File: src/rtl/wb_stage.sv
// Write-back stage: MEM->WB stage register under stall control, regfile write/forward buses, architectural HI/LO.
// Optional trace ports are enabled with `define WB_DEBUG_TRACE_EN.
module wb_stage #(
    parameter int          MEM_TO_WB_WD = 135,
    parameter int          WB_TO_RF_WD  = 38,
    parameter int          WB_TO_ID_WD  = 38,
    parameter logic [31:0] RST_PC       = 32'hbfc00000
) (
    input  logic                     clk,
    input  logic                     rst,
    input  logic [5:0]               stall,
    input  logic [MEM_TO_WB_WD-1:0]  mem_to_wb_bus,
    output logic [WB_TO_RF_WD-1:0]   wb_to_rf_bus,
    output logic [WB_TO_ID_WD-1:0]   wb_to_id_bus,
    output logic [65:0]              wb_to_ex_hilo,
`ifdef WB_DEBUG_TRACE_EN
    output logic [31:0]              debug_wb_pc,
    output logic [3:0]               debug_wb_rf_wen,
    output logic [4:0]               debug_wb_rf_wnum,
    output logic [31:0]              debug_wb_rf_wdata,
`endif
    output logic [31:0]              hi_o,
    output logic [31:0]              lo_o
);

    // The 135-bit bus carries pc[31:1]; fetch addresses are aligned, so pc[0] is rebuilt as 0.
    localparam int LO_D_LSB  = 0;
    localparam int HI_D_LSB  = 32;
    localparam int LO_WE_BIT = 64;
    localparam int HI_WE_BIT = 65;
    localparam int RF_WD_LSB = 66;
    localparam int RF_WA_LSB = 98;
    localparam int RF_WE_BIT = 103;
    localparam int PC_LSB    = 104;

    logic [31:0] in_pc;
    logic        in_rf_we;
    logic [4:0]  in_rf_waddr;
    logic [31:0] in_rf_wdata;
    logic        in_hi_we;
    logic        in_lo_we;
    logic [31:0] in_hi_wdata;
    logic [31:0] in_lo_wdata;

    logic [31:0] pc_q,       pc_d;
    logic        rf_we_q,    rf_we_d;
    logic [4:0]  rf_waddr_q, rf_waddr_d;
    logic [31:0] rf_wdata_q, rf_wdata_d;
    logic        hi_we_q,    hi_we_d;
    logic        lo_we_q,    lo_we_d;
    logic [31:0] hi_wdata_q, hi_wdata_d;
    logic [31:0] lo_wdata_q, lo_wdata_d;
    logic [31:0] hi_q,       hi_d;
    logic [31:0] lo_q,       lo_d;

    logic        mem_stall;
    logic        wb_stall;
    logic        unused_stall;

    assign mem_stall    = stall[4];
    assign wb_stall     = stall[5];
    assign unused_stall = ^stall[3:0];

    always_comb begin
        in_pc       = {mem_to_wb_bus[PC_LSB +: 31], 1'b0};
        in_rf_we    = mem_to_wb_bus[RF_WE_BIT];
        in_rf_waddr = mem_to_wb_bus[RF_WA_LSB +: 5];
        in_rf_wdata = mem_to_wb_bus[RF_WD_LSB +: 32];
        in_hi_we    = mem_to_wb_bus[HI_WE_BIT];
        in_lo_we    = mem_to_wb_bus[LO_WE_BIT];
        in_hi_wdata = mem_to_wb_bus[HI_D_LSB +: 32];
        in_lo_wdata = mem_to_wb_bus[LO_D_LSB +: 32];
    end

    // Stage register next state: bubble beats capture, capture beats hold.
    always_comb begin
        pc_d       = pc_q;
        rf_we_d    = rf_we_q;
        rf_waddr_d = rf_waddr_q;
        rf_wdata_d = rf_wdata_q;
        hi_we_d    = hi_we_q;
        lo_we_d    = lo_we_q;
        hi_wdata_d = hi_wdata_q;
        lo_wdata_d = lo_wdata_q;
        if (mem_stall && !wb_stall) begin
            pc_d       = 32'd0;
            rf_we_d    = 1'b0;
            rf_waddr_d = 5'd0;
            rf_wdata_d = 32'd0;
            hi_we_d    = 1'b0;
            lo_we_d    = 1'b0;
            hi_wdata_d = 32'd0;
            lo_wdata_d = 32'd0;
        end else if (!mem_stall) begin
            pc_d       = in_pc;
            rf_we_d    = in_rf_we;
            rf_waddr_d = in_rf_waddr;
            rf_wdata_d = in_rf_wdata;
            hi_we_d    = in_hi_we;
            lo_we_d    = in_lo_we;
            hi_wdata_d = in_hi_wdata;
            lo_wdata_d = in_lo_wdata;
        end
    end

    // HI/LO commit from the stage register regardless of stall; a held write is simply repeated.
    always_comb begin
        hi_d = hi_we_q ? hi_wdata_q : hi_q;
        lo_d = lo_we_q ? lo_wdata_q : lo_q;
    end

    always_ff @(posedge clk) begin
        if (rst) begin
            pc_q       <= RST_PC;
            rf_we_q    <= 1'b0;
            rf_waddr_q <= 5'd0;
            rf_wdata_q <= 32'd0;
            hi_we_q    <= 1'b0;
            lo_we_q    <= 1'b0;
            hi_wdata_q <= 32'd0;
            lo_wdata_q <= 32'd0;
            hi_q       <= 32'd0;
            lo_q       <= 32'd0;
        end else begin
            pc_q       <= pc_d;
            rf_we_q    <= rf_we_d;
            rf_waddr_q <= rf_waddr_d;
            rf_wdata_q <= rf_wdata_d;
            hi_we_q    <= hi_we_d;
            lo_we_q    <= lo_we_d;
            hi_wdata_q <= hi_wdata_d;
            lo_wdata_q <= lo_wdata_d;
            hi_q       <= hi_d;
            lo_q       <= lo_d;
        end
    end

    assign wb_to_rf_bus  = {rf_we_q, rf_waddr_q, rf_wdata_q};
    assign wb_to_id_bus  = {rf_we_q, rf_waddr_q, rf_wdata_q};
    assign wb_to_ex_hilo = {hi_we_q, lo_we_q, hi_wdata_q, lo_wdata_q};
    assign hi_o          = hi_q;
    assign lo_o          = lo_q;

`ifdef WB_DEBUG_TRACE_EN
    assign debug_wb_pc       = pc_q;
    assign debug_wb_rf_wen   = {4{rf_we_q}};
    assign debug_wb_rf_wnum  = rf_waddr_q;
    assign debug_wb_rf_wdata = rf_wdata_q;
`endif

endmodule

File: config.mk
export PLATFORM = sky130hd
export DESIGN_NAME = wb_stage
export DESIGN_NICKNAME = d
export VERILOG_FILES = /design/src/rtl/wb_stage.sv
export SDC_FILE = /design/constraint.sdc
export NUM_CORES = 1
export LEC_CHECK = 0
export ABC_AREA = 1
export CAP_MARGIN = 25
export CORE_ASPECT_RATIO = 1.25
export CORE_MARGIN = 4
export CORE_UTILIZATION = 37
export DETAILED_ROUTE_END_ITERATION = 8
export PLACE_DENSITY = 0.77
export SYNTH_ARGS = -nofsm -noshare
export SYNTH_HDL_FRONTEND = slang
export SYNTH_SLANG_ARGS = --single-unit
File: constraint.sdc
create_clock -name clk -period 1.11 [get_ports clk]
set_clock_uncertainty 0.15 [all_clocks]
set_input_delay 0.333 -clock clk [delete_from_list [all_inputs] [get_ports clk]]
set_output_delay 0.333 -clock clk [all_outputs]
set_load 0.01 [all_outputs]
==> impl_metrics.env, run 1 <==
export IMPL_cp_data_arrival_time_ns=0.92
export IMPL_finalNetCount=1641
export IMPL_power_clock_fraction_pct=40.0
export IMPL_p_per_area_nw_per_um2=1113
export IMPL_tightest_slew_ns=0.2078
export IMPL_critical_path_slowest_cell="dfxtp_2"
export IMPL_final_common_cell="nor2_1"
export IMPL_max_cap_viol_count=0
export IMPL_cts_buffers=17
export IMPL_pwr_share_comb_pct=18.4
export IMPL_cts_hold_buffers=0
export IMPL_detailroute_via_count=8116
export IMPL_finalHoldViolCount=0
export IMPL_clk_root_buffer_cell="clkbuf_16"
export IMPL_violations_in_the_final_reports="negative setup slack"
export IMPL_die_area_sq_um=21760
export IMPL_largest_fanout_of_any_net_on_the_critical_path=2
export IMPL_cts_sinks=168
export IMPL_total_power_mw=15.40
export IMPL_switching_share_pct=27.10
export IMPL_number_of_placement_rows=56
export IMPL_mostFrequentLayoutCells="308 x nor2_1, 211 x buf_6, 199 x inv_1, 139 x nand2_1, 133 x dfxtp_2"
export IMPL_route_detailed_drc=0
export IMPL_p_seq_share_pct=41.6
export IMPL_post_route_worst_setup_slack_ns=-0.2893
export IMPL_tritoncts="built"
export IMPL_detailedRoute_firstIterationViolations=512
export IMPL_ios=349
export IMPL_grt_start_max_net_pins=48
export IMPL_dp_final_hpwl_microns=15960
export IMPL_synth_ff_latch_count=168
export IMPL_grt_first_pass_wirelength_microns=39120
export IMPL_port_buffers=313
export IMPL_chipWidth_microns=132.7
export IMPL_clk_path_buf_depth=2
export IMPL_syn_area_per_cell_sq_um=6.638
export IMPL_status="finished with violations"
export IMPL_worst_setup_hold_path_clk_slew_ns=0.07
export IMPL_worstSetupEndpointType="primary output"
export IMPL_finalCoreUtilization_pct=73.15
export IMPL_gp_congestion=0.8223
export IMPL_cts_max_level=4
export IMPL_postRouteAntennaNets=0
export IMPL_grt_overflow=0
export IMPL_totalNegativeSetupSlack_ns=-60.53
export IMPL_slew_violations=0
export IMPL_yosysWarningCount=0
export IMPL_antennaDiodeCount=0
export IMPL_area_growth_synth_to_final_pct=92.33
export IMPL_timing_slew_headroom_pct=86.09
export IMPL_rsz0062_at_grt="yes"
export IMPL_synth_net_count=1227
export IMPL_initial_antenna_violation_count=0
export IMPL_detail_route_first_pass_iterations=6
export IMPL_yosysUniqueCellTypes=13
export IMPL_clk_latency_ns=0.42
export IMPL_initial_utilization_pct=38.04
export IMPL_routedWlPerCell_microns=16.60
export IMPL_routed_wl_microns=28940
export IMPL_report_final_setup_viol=272
export IMPL_postSynthCellCount=1084
export IMPL_cp_top_family="flip-flops"
export IMPL_p_leak_nw=7.174
export IMPL_place_ws_ns=-0.5923
export IMPL_p_switching_mw=4.175
export IMPL_final_min_clock_period_ns=1.399
export IMPL_vias_per_cell=4.656
export IMPL_power_internal_mw=11.23
export IMPL_post_route_period_util_pct=126.1
export IMPL_critical_path_s_largest_stage_delay_ns=0.38
export IMPL_worstPathRequired_ns=0.63
export IMPL_synthesis_area_sq_um=7196
export IMPL_startpoint_type="register"
export IMPL_globalRouteTotalUtil_pct=22.64
export IMPL_max_freq_mhz=714.6
export IMPL_path_buf_inv=1
export IMPL_min_path_type="in -> reg"
export IMPL_worstPathCellList="buf_6"
export IMPL_critPathKind="reg -> out"
export IMPL_design_core_area_sq_um=18920
export IMPL_die_height_microns=163.9
export IMPL_seq_area_frac_synth_pct=46.74
export IMPL_final_layout_size_suffix_gt1_share_pct=49.83
export IMPL_worst_ir_drop_vdd_uv=930.8
export IMPL_first_global_vias=7775
-- worst register-to-register path, delay by kind of cell (launching register included) --
family / cells / cell delay, ns
AO/OA/AOI/OAI: 1 / 0.05
buffers and inverters: 5 / 0.65
flip-flops: 1 / 0.37
AND/OR/NAND/NOR: 1 / 0.06
-- routing by layer --
layer / share of wire [%] / wire [microns] / GRT usage, %
met3: 7.1 / 2059 / 5.637
met5: 0 / 0 / 0
met2: 53 / 15480 / 41.73
met1: 36 / 10340 / 24.49
met4: 3.7 / 1063 / 10.07
-- through the flow --
stage          hold slack [ns]  instance area (sq um)  instances
2_1_floorplan           0.3332                   7244       1084
3_3_place_gp            0.2966                  11010       1646
3_5_place_dp            0.3008                  11010       1646
4_1_cts                 0.1844                  12730       1712
5_1_grt                 0.1801                  13840       1743
6_report                0.1967                  13840       1743
-- cell type report --
type / instances / area, sq um
tap: 232 / 290.3
clock buffer: 18 / 439.2
inverter: 211 / 814.5
sequential: 168 / 3661
fill: 1228 / 5079
multi-input combinational: 609 / 3146
timing repair buffer: 491 / 5328
clock inverter: 14 / 161.4
-- final timing paths --
path,depth (start not counted),to,start,slack [ns]
setup / recovery,1,hi_o[12],hi_o[12],-0.29
hold / removal,3,lo_o[16],rst,0.20
setup reg to reg,7,hi_o[0],hi_we_q,-0.27
hold reg to reg,2,lo_o[13],lo_o[13],0.31
-- what timing repair did --
item                                    in CTS  in global routing
resized for setup                         1301                223
cloned                                      10                  5
buffers inserted                            24                 32
pin swaps                                    5                 29
endpoints found under the setup margin     374                284
-- synth_stat cells --
cell type	n	area, sq um
nor2_1	312	1171
buf_1	5	18.77
buf_8	1	15.01
clkinv_1	5	18.77
buf_2	23	115.1
o21bai_4	1	18.77
nand2_1	232	870.8
buf_4	45	337.8
buf_6	12	135.1
clkbuf_1	10	37.54
dfxtp_1	168	3363
inv_1	206	773.2
a21oi_1	64	320.3
-- flip-flops by register name (all words and copies together) (netlist names) --
signal,count
lo_o,32
rf_we_q,1
hi_wdata_q,32
lo_we_q,1
rf_waddr_q,5
rf_wdata_q,32
hi_o,32
lo_wdata_q,32
hi_we_q,1
-- power by group through the flow --
stage	clock network [mW]	registers [mW]	logic, mW
finish	6.16	6.41	2.84
global route	6.45	6.44	3.02
CTS	6.16	6.44	2.51
detailed placement	0	6.50	2.22
global placement	0	6.50	2.19
floorplan	0	6.59	0.881
-- cell families after synthesis --
| group | count (synthesis) | share of synthesized area, % |
|---|---|---|
| flops | 168 | 46.74 |
| buf+inv | 307 | 20.17 |
| compound gates | 65 | 4.712 |
| simple gates | 544 | 28.38 |
Power figures use the tool's default switching activity.
==> run 2, diff against run 1 <==
CTS_CLUSTER_SIZE = 16   (was unset)
REMOVE_ABC_BUFFERS = 1   (was unset)
==> run 2 against run 1 <==
- the flow still finishes with violations (negative setup slack)
- global-route usage down 0.081 points
- highest routed layer is now met5
- power rose by 0.17%
- first-iteration DRC count decreased by 32%
- largest cell class unchanged
- utilization decreased by 0.19 points
- wire length shrank 2.6%
- register-to-register slack gained 0.10 ns
- cell count rose by 0.11%
- design area decreased by 0.25%
- sequential share of layout area hardly changed
- worst hold slack gained 0.043 ns
- non-clock buffer count increased by 1
==> impl_metrics.env, run 2 (synthesis results as in run 1) <==
export IMPL_grt_start_max_net_pins=32
export IMPL_chipWidth_microns=132.7
export IMPL_critical_path_s_largest_stage_delay_ns=0.38
export IMPL_post_route_worst_setup_slack_ns=-0.2869
export IMPL_met2RoutedLength_microns=15420
export IMPL_slew_violations=0
export IMPL_report_final_setup_viol=275
export IMPL_gp_congestion=0.8232
export IMPL_largest_fanout_of_any_net_on_the_critical_path=3
export IMPL_critPathKind="reg -> out"
export IMPL_total_power_mw=15.43
export IMPL_clk_latency_ns=0.42
export IMPL_worstPathCellList="buf_6"
export IMPL_met1_length_microns=9990
export IMPL_routed_wl_microns=28190
export IMPL_p_leak_nw=7.345
export IMPL_tritoncts="built"
export IMPL_cts_max_level=4
export IMPL_port_buffers=313
export IMPL_globalRouteTotalUtil_pct=22.56
export IMPL_design_core_area_sq_um=18920
export IMPL_vias_per_cell=4.523
export IMPL_totalNegativeSetupSlack_ns=-58.79
export IMPL_dp_final_hpwl_microns=16080
export IMPL_area_taken_by_multi_input_logic_gates_sq_um=3177
export IMPL_ios=349
export IMPL_cts_hold_buffers=0
export IMPL_p_per_area_nw_per_um2=1118
export IMPL_highest_signal_layer="met5"
export IMPL_rsz0062_at_grt="yes"
export IMPL_post_route_cell_area_sq_um=13800
export IMPL_detailroute_via_count=7893
export IMPL_area_growth_synth_to_final_pct=91.85
export IMPL_final_common_cell="nor2_1"
export IMPL_register_area_sq_um=3646
export IMPL_initial_utilization_pct=38.04
export IMPL_detail_route_first_pass_iterations=4
export IMPL_worstPathRequired_ns=0.63
export IMPL_grt_first_pass_wirelength_microns=38630
export IMPL_path_buf_inv=1
export IMPL_grt_overflow=0
export IMPL_hold_worst_slack_ns=0.2400
export IMPL_worst_ir_drop_vdd_uv=912.7
export IMPL_cts_sinks=168
export IMPL_min_path_type="in -> reg"
export IMPL_place_ws_ns=-0.5598
export IMPL_worst_setup_hold_path_clk_slew_ns=0.07
export IMPL_tightest_slew_ns=0.3979
export IMPL_number_of_placement_rows=56
export IMPL_clk_path_buf_depth=2
export IMPL_die_area_sq_um=21760
export IMPL_filler_cell_count=1263
export IMPL_postRouteAntennaNets=0
export IMPL_max_cap_viol_count=0
export IMPL_mostFrequentLayoutCells="306 x nor2_1, 199 x inv_1, 188 x buf_6, 139 x nand2_1, 139 x dfxtp_2"
export IMPL_startpoint_type="register"
export IMPL_post_route_period_util_pct=125.8
export IMPL_cts_buffers=17
export IMPL_finalNetCount=1642
export IMPL_detailedRoute_firstIterationViolations=349
export IMPL_cp_top_family="flip-flops"
export IMPL_final_layout_size_suffix_gt1_share_pct=50.00
export IMPL_placedInstanceArea_sq_um=10880
export IMPL_finalHoldViolCount=0
export IMPL_die_height_microns=163.9
export IMPL_route_detailed_drc=0
export IMPL_first_global_vias=7516
export IMPL_max_freq_mhz=715.9
export IMPL_cp_data_arrival_time_ns=0.91
export IMPL_violations_in_the_final_reports="negative setup slack"
export IMPL_status="finished with violations"
export IMPL_final_min_clock_period_ns=1.397
export IMPL_worstSetupEndpointType="primary output"
export IMPL_critical_path_slowest_cell="dfxtp_4"
export IMPL_clk_root_buffer_cell="clkbuf_16"
export IMPL_met3_wirelength_microns=1322
export IMPL_initial_antenna_violation_count=2
export IMPL_timing_slew_headroom_pct=73.47
export IMPL_routedWlPerCell_microns=16.16
run 2: layer usage:
metal,GRT usage (%),vias up
met3,4.933,85
met5,0,-
met2,42.64,279
met1,23.10,3644
met4,12.15,2
li1,-,3883
run 2: per-stage QoR:
| stage | utilization, % | std cells |
|---|---|---|
| 3_5_place_dp | 57.51 | 1631 |
| 2_1_floorplan | - | 988 |
| 5_1_grt | 72.97 | 1745 |
| 6_report | 72.97 | 1745 |
| 4_1_cts | 66.96 | 1697 |
| 3_3_place_gp | 57.51 | 1631 |
run 2: where the power goes:
group / switching (mW) / total, mW / leakage, nW / internal, mW
clock: 2.57 / 6.19 / 0.297 / 3.62
sequential: 0.188 / 6.41 / 1.45 / 6.22
combinational: 1.26 / 2.83 / 5.60 / 1.57
run 2: cell type report:
type	instances	area share, %
multi-input cells	609	23.01
clock buffers	18	3.181
repair buffers	492	38.14
clock inverters	14	1.251
diodes	1	0.01813
inverters	211	5.882
flip-flops and latches	168	26.41
well taps	232	2.103
run 2: worst paths after layout:
kind / start / end / slack, ns / depth (start not counted)
worst min register to register: hi_o[29] / hi_o[29] / 0.31 / 2
worst max-delay path: hi_we_q / wb_to_ex_hilo[65] / -0.29 / 1
worst max register to register: hi_we_q / hi_o[24] / -0.17 / 6
worst min-delay path: stall[4] / hi_wdata_q[12] / 0.24 / 5
run 2: timing repair:
| action | 4_1_cts | 5_1_grt |
|---|---|---|
| pin swaps | 15 | 47 |
| gates resized for setup | 1311 | 195 |
| endpoints found under the setup margin | 374 | 335 |
| setup buffers | 25 | 43 |
| cloned | 11 | 8 |
==> run 3, diff against run 2 <==
PLACE_DENSITY = unset   (was 0.77)
PLACE_DENSITY_LB_ADDON = 0.2   (was unset)
==> run 3 against run 2 <==
- the flow still finishes with violations (negative setup slack)
- non-clock buffer count decreased by 45
- flip-flop and latch count unchanged
- design area decreased by 7.2%
- die area unchanged
- sequential power about the same
- wire length decreased by 19%
- critical path depth unchanged
- clock-buffer cell count unchanged
- register-to-register slack got worse by 0.06 ns
- power decreased by 1.8%
==> impl_metrics.env, run 3 (synthesis results as in run 1) <==
export IMPL_status="finished with violations"
export IMPL_violations_in_the_final_reports="negative setup slack"
export IMPL_initial_antenna_violation_count=2
export IMPL_finalHoldViolCount=0
export IMPL_path_buf_inv=1
export IMPL_worst_reg2reg_path_startpoint="lo_we_q"
export IMPL_mostFrequentLayoutCells="310 x nor2_1, 202 x inv_1, 186 x buf_6, 159 x nand2_1, 150 x dfxtp_2"
export IMPL_rsz0062_at_grt="yes"
export IMPL_worst_r2r_cell_count=5
export IMPL_p_leak_nw=6.654
export IMPL_post_route_period_util_pct=124.8
export IMPL_tritoncts="built"
export IMPL_dp_final_hpwl_microns=15190
export IMPL_post_layout_nonfiller_instances=1700
export IMPL_area_growth_synth_to_final_pct=78.13
export IMPL_clk_latency_ns=0.42
export IMPL_cts_max_level=4
export IMPL_worstPathCellList="buf_6"
export IMPL_first_global_vias=6908
export IMPL_place_inst=1627
export IMPL_vias_per_cell=4.297
export IMPL_worst_setup_hold_path_clk_slew_ns=0.07
export IMPL_worstPathRequired_ns=0.63
export IMPL_min_path_type="in -> reg"
export IMPL_detailedRoute_firstIterationViolations=216
export IMPL_ff2ff_setup_slack_ns=-0.23
export IMPL_grt_first_pass_wirelength_microns=34290
export IMPL_worst_ir_drop_vdd_uv=981.6
export IMPL_post_route_cell_area_sq_um=12820
export IMPL_report_final_setup_viol=271
export IMPL_p_per_area_nw_per_um2=1182
export IMPL_ios=349
export IMPL_cts_sinks=168
export IMPL_critical_path_s_largest_stage_delay_ns=0.36
export IMPL_die_height_microns=163.9
export IMPL_cp_data_arrival_time_ns=0.90
export IMPL_clk_root_buffer_cell="clkbuf_16"
export IMPL_clk_path_buf_depth=2
export IMPL_finalNetCount=1597
export IMPL_rr_endpoint="lo_o[3]"
export IMPL_final_min_clock_period_ns=1.385
export IMPL_max_freq_mhz=722.1
export IMPL_port_buffers=313
export IMPL_detail_route_first_pass_iterations=4
export IMPL_initial_utilization_pct=38.04
export IMPL_postRouteAntennaNets=0
export IMPL_final_common_cell="nor2_1"
export IMPL_startpoint_type="register"
export IMPL_detailroute_via_count=7305
export IMPL_final_layout_size_suffix_gt1_share_pct=45.94
export IMPL_critPathKind="reg -> out"
export IMPL_max_cap_viol_count=0
export IMPL_largest_fanout_of_any_net_on_the_critical_path=3
export IMPL_hold_end="lo_o[2]"
export IMPL_number_of_placement_rows=56
export IMPL_slew_violations=0
export IMPL_tightest_slew_ns=0.3541
export IMPL_design_core_area_sq_um=18920
export IMPL_routedWlPerCell_microns=13.44
export IMPL_route_detailed_drc=0
export IMPL_grt_start_max_net_pins=35
export IMPL_cts_hold_buffers=0
export IMPL_cts_buffers=17
export IMPL_worstSetupEndpointType="primary output"
export IMPL_hold_path_depth=3
export IMPL_hp_start="rst"
export IMPL_post_route_worst_setup_slack_ns=-0.2748
export IMPL_cp_top_family="flip-flops"
export IMPL_globalRouteTotalUtil_pct=19.65
export IMPL_filler_cell_count=1574
export IMPL_timing_slew_headroom_pct=76.39
export IMPL_die_area_sq_um=21760
export IMPL_grt_overflow=0
export IMPL_routed_wl_microns=22850
export IMPL_critical_path_slowest_cell="dfxtp_4"
export IMPL_placedInstanceArea_sq_um=10750
export IMPL_gp_congestion=0.7745
export IMPL_chipWidth_microns=132.7
## run 3: cell types whose count changed in the layout (fill, tap and decap cells not counted), moves of 4 or more
cell / before / now
a21oi_1: 2 / 12
buf_4: 126 / 104
dfxtp_2: 139 / 150
dfxtp_4: 29 / 18
a21oi_2: 62 / 52
buf_12: 22 / 12
buf_16: 11 / 2
nor2_2: 6 / 2
nand2_2: 30 / 42
nand2_1: 139 / 159
nor2_1: 306 / 310
nand2_4: 63 / 31
## run 3: what timing repair did
| action | CTS | global route |
|---|---|---|
| resized for setup | 1242 | 180 |
| cloned | 4 | 5 |
| pin swaps | 2 | 16 |
| hold endpoints to repair | 0 | 0 |
| setup endpoints to repair | 374 | 374 |
| setup buffers | 14 | 22 |
## run 3: area by class of cell
type	instances	area [sq um]	share of cell area (%)
flip-flops and latches	168	3618	28.23
clock inverters	14	193.9	1.513
well taps	232	290.3	2.265
clock buffers	18	439.2	3.426
diodes	1	2.502	0.01952
inverters	211	799.5	6.238
repair buffers	447	4554	35.53
multi-input cells	609	2919	22.77
## run 3: worst max-delay path by stage
stage | from | endpoint | depth (start not counted)
floorplan | stall[4] | hi_wdata_q[0] | 3
global placement | stall[5] | hi_wdata_q[9] | 4
detailed placement | stall[5] | hi_wdata_q[13] | 4
CTS | rf_wdata_q[0] | wb_to_rf_bus[0] | 1
global route | lo_o[5] | lo_o[5] | 1
finish | rf_wdata_q[0] | wb_to_rf_bus[0] | 1
## run 3: metal layers
| layer | share of wire, % | track usage, % | vias up |
|---|---|---|---|
| li1 | - | - | 3789 |
| met1 | 38 | 21.23 | 3269 |
| met2 | 53 | 35.65 | 197 |
| met3 | 5.4 | 5.392 | 48 |
| met4 | 3.7 | 9.168 | 2 |
| met5 | 0.057 | 0 | - |
## run 3: power by group
group          switching (mW)  total, mW  internal (mW)
Clock                    2.50       6.34           3.85
Combinational            1.07       2.40           1.33
Sequential              0.174       6.42           6.24
Total                    3.74       15.2           11.4
## run 3: stage by stage
stage | util [%] | worst slack (ns) | TNS [ns] | power [mW] | hold WS (ns)
floorplan | - | -0.8439 | -138.30 | 7.151 | 0.2521
global placement | 56.82 | -0.6126 | -129.49 | 8.608 | 0.2970
detailed placement | 56.82 | -0.6145 | -130.15 | 8.626 | 0.3014
CTS | 63.38 | -0.2995 | -77.88 | 15.13 | 0.1721
global route | 67.75 | -0.3100 | -73.64 | 15.77 | 0.2197
finish | 67.75 | -0.2748 | -63.54 | 15.16 | 0.2047
